File: src/rtl/rate_select.sv
// -----------------------------------------------------------------------------
// rate_select
//   Turns raw pushbuttons and slide switches into a blink-rate selection.
//   Every raw input is synchronized and then debounced with its own counter.
//   The highest debounced switch that is on selects the rate. With all switches
//   off, a manual index is used instead: KEY[0] loads 4, KEY[1] steps up and
//   KEY[2] steps down. KEY[3] toggles PAUSE.
//
// Ports
//   CLOCK_50    in   1  only clock, rising edge
//   RESET       in   1  synchronous, active-high
//   KEY         in   4  raw active-low pushbuttons (0 = pressed)
//   SW          in  10  raw slide switches (1 = on)
//   HALF_PERIOD out 28  CLOCK_50 cycles between blinker toggles (registered)
//   RATE_IDX    out  4  rate table index driving HALF_PERIOD (registered)
//   RATE_STB    out  1  one-cycle pulse when RATE_IDX/HALF_PERIOD change
//   PAUSE       out  1  hold request to the blinker
//   KEY_PRESS   out  4  one-cycle pulse per debounced key press
// -----------------------------------------------------------------------------
module rate_select #(
  parameter int DEBOUNCE_CYCLES = 1000000,
  parameter int SYNC_STAGES     = 2
) (
  input  logic        CLOCK_50,
  input  logic        RESET,
  input  logic [3:0]  KEY,
  input  logic [9:0]  SW,
  output logic [27:0] HALF_PERIOD,
  output logic [3:0]  RATE_IDX,
  output logic        RATE_STB,
  output logic        PAUSE,
  output logic [3:0]  KEY_PRESS
);

  localparam int NIN = 14;
  localparam int CW  = $clog2(DEBOUNCE_CYCLES + 1);
  // Input vector is {SW, KEY}. Keys idle high, switches idle low.
  localparam logic [NIN-1:0] IN_RST   = {10'b00_0000_0000, 4'b1111};
  localparam logic [CW-1:0]  CNT_LAST = CW'(DEBOUNCE_CYCLES - 1);

  function automatic logic [27:0] rate_lookup(input logic [3:0] idx);
    logic [27:0] hp;
    case (idx)
      4'd0:    hp = 28'd200000000;
      4'd1:    hp = 28'd150000000;
      4'd2:    hp = 28'd100000000;
      4'd3:    hp = 28'd75000000;
      4'd4:    hp = 28'd50000000;
      4'd5:    hp = 28'd37500000;
      4'd6:    hp = 28'd25000000;
      4'd7:    hp = 28'd12500000;
      4'd8:    hp = 28'd6250000;
      4'd9:    hp = 28'd3125000;
      default: hp = 28'd50000000;
    endcase
    return hp;
  endfunction

  logic [NIN-1:0] sync_q [SYNC_STAGES];
  logic [NIN-1:0] sync_s;
  logic [CW-1:0]  cnt_q [NIN];
  logic [CW-1:0]  cnt_d [NIN];
  logic [NIN-1:0] deb_q, deb_d;
  logic [3:0]     key_prev_q;
  logic [3:0]     press_q, press_d;
  logic [3:0]     man_q, man_d;
  logic [3:0]     eff_s;
  logic [3:0]     idx_q;
  logic [27:0]    hp_q;
  logic           stb_q;
  logic           pause_q, pause_d;

  assign sync_s = sync_q[SYNC_STAGES-1];

  // Synchronizer chain for all raw inputs
  always_ff @(posedge CLOCK_50) begin
    if (RESET) begin
      for (int s = 0; s < SYNC_STAGES; s++) sync_q[s] <= IN_RST;
    end else begin
      sync_q[0] <= {SW, KEY};
      for (int s = 1; s < SYNC_STAGES; s++) sync_q[s] <= sync_q[s-1];
    end
  end

  // Debounce: count consecutive mismatching cycles; accept on the Nth
  always_comb begin
    deb_d = deb_q;
    for (int i = 0; i < NIN; i++) begin
      cnt_d[i] = '0;
      if (sync_s[i] != deb_q[i]) begin
        if (cnt_q[i] == CNT_LAST) begin
          deb_d[i] = sync_s[i];
          cnt_d[i] = '0;
        end else begin
          cnt_d[i] = cnt_q[i] + CW'(1);
        end
      end else begin
        cnt_d[i] = '0;
      end
    end
  end

  // Debounce counters and debounced levels
  always_ff @(posedge CLOCK_50) begin
    if (RESET) begin
      for (int i = 0; i < NIN; i++) cnt_q[i] <= '0;
      deb_q <= IN_RST;
    end else begin
      for (int i = 0; i < NIN; i++) cnt_q[i] <= cnt_d[i];
      deb_q <= deb_d;
    end
  end

  // Press edge (debounced 1->0), manual index and pause next-state
  always_comb begin
    press_d = key_prev_q & ~deb_q[3:0];
    pause_d = pause_q ^ press_q[3];
    man_d   = man_q;
    if (press_q[0]) begin
      man_d = 4'd4;
    end else if (press_q[1] && press_q[2]) begin
      man_d = man_q;   // up and down together cancel
    end else if (press_q[1]) begin
      if (man_q < 4'd9) man_d = man_q + 4'd1;
      else              man_d = man_q;
    end else if (press_q[2]) begin
      if (man_q > 4'd0) man_d = man_q - 4'd1;
      else              man_d = man_q;
    end else begin
      man_d = man_q;
    end
  end

  // Effective index: highest debounced switch on, else the manual index
  always_comb begin
    eff_s = man_q;
    for (int b = 0; b < 10; b++) begin
      if (deb_q[4+b]) eff_s = 4'(b);
      else            eff_s = eff_s;
    end
  end

  // Key edge history, manual index, pause and rate outputs
  always_ff @(posedge CLOCK_50) begin
    if (RESET) begin
      key_prev_q <= 4'b1111;
      press_q    <= 4'b0000;
      man_q      <= 4'd4;
      pause_q    <= 1'b0;
      idx_q      <= 4'd4;
      hp_q       <= 28'd50000000;
      stb_q      <= 1'b0;
    end else begin
      key_prev_q <= deb_q[3:0];
      press_q    <= press_d;
      man_q      <= man_d;
      pause_q    <= pause_d;
      stb_q      <= (eff_s != idx_q);
      if (eff_s != idx_q) begin
        idx_q <= eff_s;
        hp_q  <= rate_lookup(eff_s);
      end else begin
        idx_q <= idx_q;
        hp_q  <= hp_q;
      end
    end
  end

  assign HALF_PERIOD = hp_q;
  assign RATE_IDX    = idx_q;
  assign RATE_STB    = stb_q;
  assign PAUSE       = pause_q;
  assign KEY_PRESS   = press_q;

endmodule

File: config.mk
export PLATFORM = sky130hd
export DESIGN_NAME = rate_select
export DESIGN_NICKNAME = d
export VERILOG_FILES = /design/src/rtl/rate_select.sv
export SDC_FILE = /design/constraint.sdc
export NUM_CORES = 1
export LEC_CHECK = 0
export CAP_MARGIN = 0
export CORE_MARGIN = 2
export CORE_UTILIZATION = 55
export DETAILED_ROUTE_END_ITERATION = 10
export PLACE_DENSITY = 0.74
export RECOVER_POWER = 100
export SYNTH_ARGS = -nofsm -noshare
export SYNTH_HDL_FRONTEND = slang
export SYNTH_SLANG_ARGS = --single-unit
File: constraint.sdc
create_clock -name CLOCK_50 -period 2.8 [get_ports CLOCK_50]
set_input_delay 0.28 -clock CLOCK_50 [delete_from_list [all_inputs] [get_ports CLOCK_50]]
set_output_delay 0.28 -clock CLOCK_50 [all_outputs]
set_load 0.1 [all_outputs]
==> results.txt, run 1 <==
initial antenna violation count - 0
worst hold start - SW[6]
Flop pwr share - 50.4%
die width - 172 um
crit path DAT - 3.00 ns
CTS Hold Bufs - 0
CTS Sinks - 364
nature of the critical path endpoint - flip-flop
synthesized instance count - 1766
Final Hold Viols - 0
HP Class - in2reg
quantity of I/O buffers inserted on ports - 50
nets - 1857
die area - 29600 um^2
CP cell instances - or4_1 -> o221ai_2 -> inv_2 -> xnor2_4 -> o21a_4 -> a211oi_1 -> a211o_1
asr flop ratio synth - 0%
vias post-DR - 11700
Buf+Inv Stages, Crit Path - 1
Total Wirelength - 28.6 mm
largest net degree at the start of global routing - 35
CTS Buf Count - 38
RSZ-0062 raised after global routing - no
Crit path max-delay family - compound AO/OA/AOI/OAI gates
drt wl/cell - 12.9 um
setup TNS - 0 ns
Area Growth Syn to Fin - 11.8%
prevailing post-synth register cell - dfxtp_1
R2R depth - 7
Clock Power Share - 48.4%
Max Clk Rate - 0.385 GHz
sequential fraction of the synthesis area - 46.9%
RePlAce Congestion - 0.833
worst flop-to-flop path endpoint - HALF_PERIOD[7]
slowest stage cell, crit path - or4_1
Yosys reg bits - 364
Worst setup SP type - flip-flop
initial drt markers - 669
CTS tree - yes
final slew viol count - 0
clock latency on the worst-skew pair - 0.51 ns
crit share post-route - 92.7%
post-DR vias/cell - 5.25
Slew @ Worst Pin - 1.40 ns
Hold Path End - sync_q[0][10]
Max VDD drop - 0.505 mV
Post-synth EDFFs - 0
Congestion Overflow GR - 0
register area - 7290 um^2
Max Root-Sink Buffers - 3
post-DP HPWL - 19.7 mm
GRT Total Usage - 19.6%
Ports - 54
required time of the critical path - 3.20 ns
Critical Path Source - deb_q[10]
Rows - 61
DRC viols - 0
Inserted Diodes - 0
first-pass GRT wire length - 49.1 mm
sw frac - 19.8%
Clk pin slew, worst setup/hold paths - 0.06 ns
Fill cells - 2418
P_sw - 0.00205 W
commonest non-fill, non-tap cell in the layout - nor2_1
clk_skew - 0.0100 ns
Final Setup Violations - 0
Pre-antenna DRT Iters - 5
number of post-CTS setup repair buffers - 0
internal reg-to-reg setup slack - 0.21 ns
Crit path largest cell delay - 0.54 ns
Yosys cell types - 68
post-synthesis average cell area - 8.81 um^2
Power, Total - 0.0104 W
Initial Utilization - 56.0%
crit-path max FO - 22
Synth Cell Area - 15600 um^2
worst hold path depth - 2
Comb pwr share - 1.2%
power per cell area - 596 nW/um^2
status - finished, final reports clean
commonest cells after routing, fill and taps aside - nor2_1, dfxtp_1, xor2_1
core outline area - 27800 um^2
vias in the first global route - 10900
YS warnings - 0
worst rel slew slack - 6.75%
clk root buf - clkbuf_16
P_int - 0.00830 W
area of the multi-input gates - 7830 um^2
maxcap violations - 0
hold_ws - 0.318 ns
Routed Antenna Nets - 0
R2R Path Start - deb_q[10]
fraction of layout cells with a size suffix above 1 - 5.64%
Lkg Pwr - 5.78 nW
H-tree depth - 2
Die Ht - 172 um
Setup CP Type - reg2reg
min cycle time layout - 2.59 ns
-- area by class of cell --
type	instances	share of cell area, %
multi-input combinational	1304	45.1
sequential	364	41.9
clock buffer	57	6.71
tap	378	2.72
timing repair buffer	67	2.09
inverter	43	0.929
clock inverter	9	0.576
-- cells by family after synthesis --
kind of cell	Yosys count	share of synthesized area, %
AND/OR/NAND/NOR	916	28.4
adder cells (fa/ha/maj)	23	1.90
multiplexers	16	1.04
XOR/XNOR	270	15.3
other	1	0.0241
AO/OA/AOI/OAI	76	3.69
buffers and inverters	100	2.76
flip-flops	364	46.9
-- worst max path at each step --
stage / end / slack [ns] / depth (start not counted)
global route: HALF_PERIOD[18] / 0.01 / 7
detailed placement: HALF_PERIOD[6] / 0.14 / 9
floorplan: man_q[3] / 0.34 / 8
global placement: HALF_PERIOD[6] / 0.25 / 9
finish: HALF_PERIOD[7] / 0.21 / 7
CTS: HALF_PERIOD[6] / 0.11 / 9
-- power groups by stage --
stage | Clock [W] | Sequential (W) | Combinational (W)
global placement | 0 | 0.00533 | 0.000130
finish | 0.00501 | 0.00522 | 0.000125
detailed placement | 0 | 0.00533 | 0.000131
floorplan | 0 | 0.00533 | 0.0000908
global route | 0.00536 | 0.00522 | 0.000138
CTS | 0.00514 | 0.00522 | 0.000132
-- metrics by stage --
step | cell area [um^2] | utilization [%] | cells | setup WS [ns]
after detailed placement | 16300 | 58.7 | 2156 | 0.138
after floorplan | 15600 | - | 1768 | 0.340
after global placement | 16300 | 58.7 | 2156 | 0.248
after global routing | 17400 | 62.6 | 2222 | 0.0147
final | 17400 | 62.6 | 2222 | 0.205
after CTS | 17600 | 63.2 | 2222 | 0.106
-- repair_timing --
action	CTS	global route
resized for setup	0	1
hold endpoints to repair	0	0
setup endpoints to repair	0	3
-- sequential cells by signal, summed over array words and instances (netlist names) --
register	cells
deb_q	14
cnt_q	280
key_prev_q	4
KEY_PRESS	4
RATE_IDX	4
RATE_STB	1
man_q	4
sync_q	28
PAUSE	1
HALF_PERIOD	24
-- worst reg2reg max path, cell delays in order (launching register included) --
cell and delay [ns]:
dfxtp_1 0.39, or4_1 0.55, o221ai_2 0.39, inv_2 0.21, xnor2_4 0.22, o21a_4 0.32
a211oi_1 0.13, a211o_1 0.28
-- synth_stat cells (2+ instances only) --
cell type	instances	area [um^2]
nor3b_1	3	22.5
and3_1	32	200
or2_2	15	93.8
nor2b_1	23	144
o21ai_1	10	50.1
o311ai_1	5	43.8
nor4_1	25	156
nand4_1	61	382
a211oi_2	3	37.5
and4_1	16	140
a311oi_1	2	17.5
nor3_1	27	135
clkbuf_1	44	165
a31oi_1	2	12.5
dfxtp_1	364	7290
o211a_1	2	20.0
buf_4	5	37.5
a21oi_1	17	85.1
a211o_1	2	17.5
nand2_1	112	420
or3_1	24	150
nand3_1	138	691
a211oi_1	5	37.5
o22ai_1	4	25.0
buf_2	4	20.0
or3b_2	3	26.3
nor3_2	3	30.0
xnor2_1	110	963
or4_1	3	22.5
nor4b_1	17	149
nor2_1	391	1470
nand2b_1	4	25.0
mux2i_1	15	150
inv_1	42	158
o21ai_0	4	20.0
nor4bb_1	3	30.0
a221oi_1	2	17.5
and2_1	9	56.3
o211ai_1	4	30.0
buf_6	4	45.0
xor2_1	159	1390
ha_1	22	275
-- per-layer routing --
metal  vias to the layer above  GRT usage, %  wire [um]
met5                         -             0          0
met4                         0          4.93        487
met3                        43          4.35       1310
met2                       161          34.0      13600
met1                      5426          24.7      13200
li1                       6045             -          -
No activity file was read; power rests on OpenSTA's default activity.
==> run 2: changes to the inputs <==
CTS_CLUSTER_DIAMETER = 50   (was default)
==> run 2 against run 1 <==
Against the previous run: register-to-register slack lost 0.02 ns; final cell count is essentially flat; power up 3.4%; sequential cell count did not move; first-iteration DRC count increased by 8.2%; sequential power about the same; combinational power about the same; design area rose by 0.50%; global-route usage rose by 0.12 points; maximum frequency is 0.74% lower; die area stayed put; clock skew hardly changed; largest cell class unchanged; largest power group is now the clock network.
==> results.txt, run 2 (synthesis gave the netlist of run 1 again) <==
Crit path max-delay family - compound AO/OA/AOI/OAI gates
H-tree depth - 2
vias in the first global route - 11000
status - finished, final reports clean
required time of the critical path - 3.21 ns
post-DP HPWL - 19.7 mm
fraction of layout cells with a size suffix above 1 - 5.91%
crit-path max FO - 22
die area - 29600 um^2
quantity of I/O buffers inserted on ports - 50
initial drt markers - 724
CTS Hold Bufs - 0
nets - 1859
Clk pin slew, worst setup/hold paths - 0.06 ns
nature of the critical path endpoint - flip-flop
min cycle time layout - 2.61 ns
power per cell area - 613 nW/um^2
Lkg Pwr - 5.81 nW
die width - 172 um
max FFs per register - 280
RePlAce Congestion - 0.833
clk root buf - clkbuf_16
CP cell instances - or4_1 -> o221ai_2 -> inv_2 -> xnor2_4 -> o21a_4 -> a211oi_2 -> a221oi_1
clock latency on the worst-skew pair - 0.51 ns
HP Class - in2reg
Max VDD drop - 0.492 mV
Area Growth Syn to Fin - 12.3%
worst rel slew slack - 3.73%
largest net degree at the start of global routing - 35
Max Clk Rate - 0.383 GHz
Setup CP Type - reg2reg
first-pass GRT wire length - 49.3 mm
core outline area - 27800 um^2
Routed met1 length - 13.3 mm
met3 wire length - 1.27 mm
Max Root-Sink Buffers - 3
initial antenna violation count - 0
drt wl/cell - 13.0 um
Fill cells - 2403
Buf+Inv Stages, Crit Path - 1
Final Setup Violations - 0
Slew @ Worst Pin - 1.44 ns
crit path DAT - 3.03 ns
Crit path depth - 7
Power, Total - 0.0107 W
hold_ws - 0.320 ns
CTS Buf Count - 40
Die Ht - 172 um
commonest cells after routing, fill and taps aside - nor2_1, dfxtp_1, xor2_1
DRC viols - 0
Rows - 61
worst flop-to-flop path endpoint - HALF_PERIOD[18]
Routed Antenna Nets - 0
Final Hold Viols - 0
end of the critical path - HALF_PERIOD[18]
Worst setup SP type - flip-flop
largest reg by FF count - cnt_q
Pre-antenna DRT Iters - 5
GRT Total Usage - 19.7%
post_cts resized - 0
DR WL met2 - 13.7 mm
R2R Path Start - deb_q[10]
internal reg-to-reg setup slack - 0.19 ns
Congestion Overflow GR - 0
number of post-CTS setup repair buffers - 0
uppermost layer routed - met4
Ports - 54
post-DR vias/cell - 5.26
Inserted Diodes - 0
CTS Sinks - 364
CTS tree - yes
clk_skew - 0.0103 ns
Core Util, Final - 62.9%
maxcap violations - 0
final slew viol count - 0
Initial Utilization - 56.0%
Critical Path Source - deb_q[10]
vias post-DR - 11700
commonest non-fill, non-tap cell in the layout - nor2_1
RSZ-0062 raised after global routing - no
R2R depth - 7
slowest stage cell, crit path - or4_1
setup TNS - 0 ns
Total Wirelength - 28.8 mm
Crit path largest cell delay - 0.54 ns
crit share post-route - 93.4%
==> run 2: changes by cell type in the layout (fill, tap and decap cells not counted), sizes merged <==
cell      before  now
clkinvlp       2    5
clkbuf       106   97
bufinv         2    6
clkinv         5    7
inv           43   44
==> run 2: metrics by stage <==
stage	setup slack, ns	instance area (um^2)	std cells
after global placement	0.248	16300	2156
after detailed placement	0.138	16300	2156
final	0.186	17500	2223
after CTS	0.104	17700	2223
after floorplan	0.340	15600	1768
after global routing	0.0353	17500	2223
==> run 2: report_power, final <==
part           internal [W]  leakage (nW)  switching (W)  total [W]
logic             0.0000421          2.21      0.0000836   0.000126
clock network       0.00333         0.655        0.00203    0.00536
registers           0.00520          2.94      0.0000150    0.00522
==> run 2: worst min-delay path by stage <==
stage	start	endpoint	cells past startpoint
after floorplan	KEY[0]	sync_q[0][0]	1
after global placement	sync_q[0][2]	sync_q[0][16]	1
after detailed placement	sync_q[0][2]	sync_q[0][16]	1
after CTS	RESET	deb_q[5]	2
after global routing	SW[6]	sync_q[0][10]	2
final	KEY[2]	sync_q[0][2]	2
==> run 2: routing by layer <==
layer,vias up,track usage [%]
met3,51,4.17
li1,6055,-
met4,0,5.55
met1,5453,24.8
met5,-,0
met2,140,34.2
==> run 2: layout make-up <==
class	count	area [um^2]	share of cell area (%)
flip-flops and latches	364	7290	41.7
inverters	43	161	0.924
well taps	378	473	2.71
repair buffers	67	363	2.08
clock inverters	19	265	1.52
clock buffers	48	1090	6.25
multi-input cells	1304	7830	44.8
==> run 2: worst reg2reg max path: stages, from the launching register on <==
cell,delay (ns)
dfxtp_1,0.39
or4_1,0.55
o221ai_2,0.40
inv_2,0.21
xnor2_4,0.22
o21a_4,0.32
a211oi_2,0.14
a221oi_1,0.29
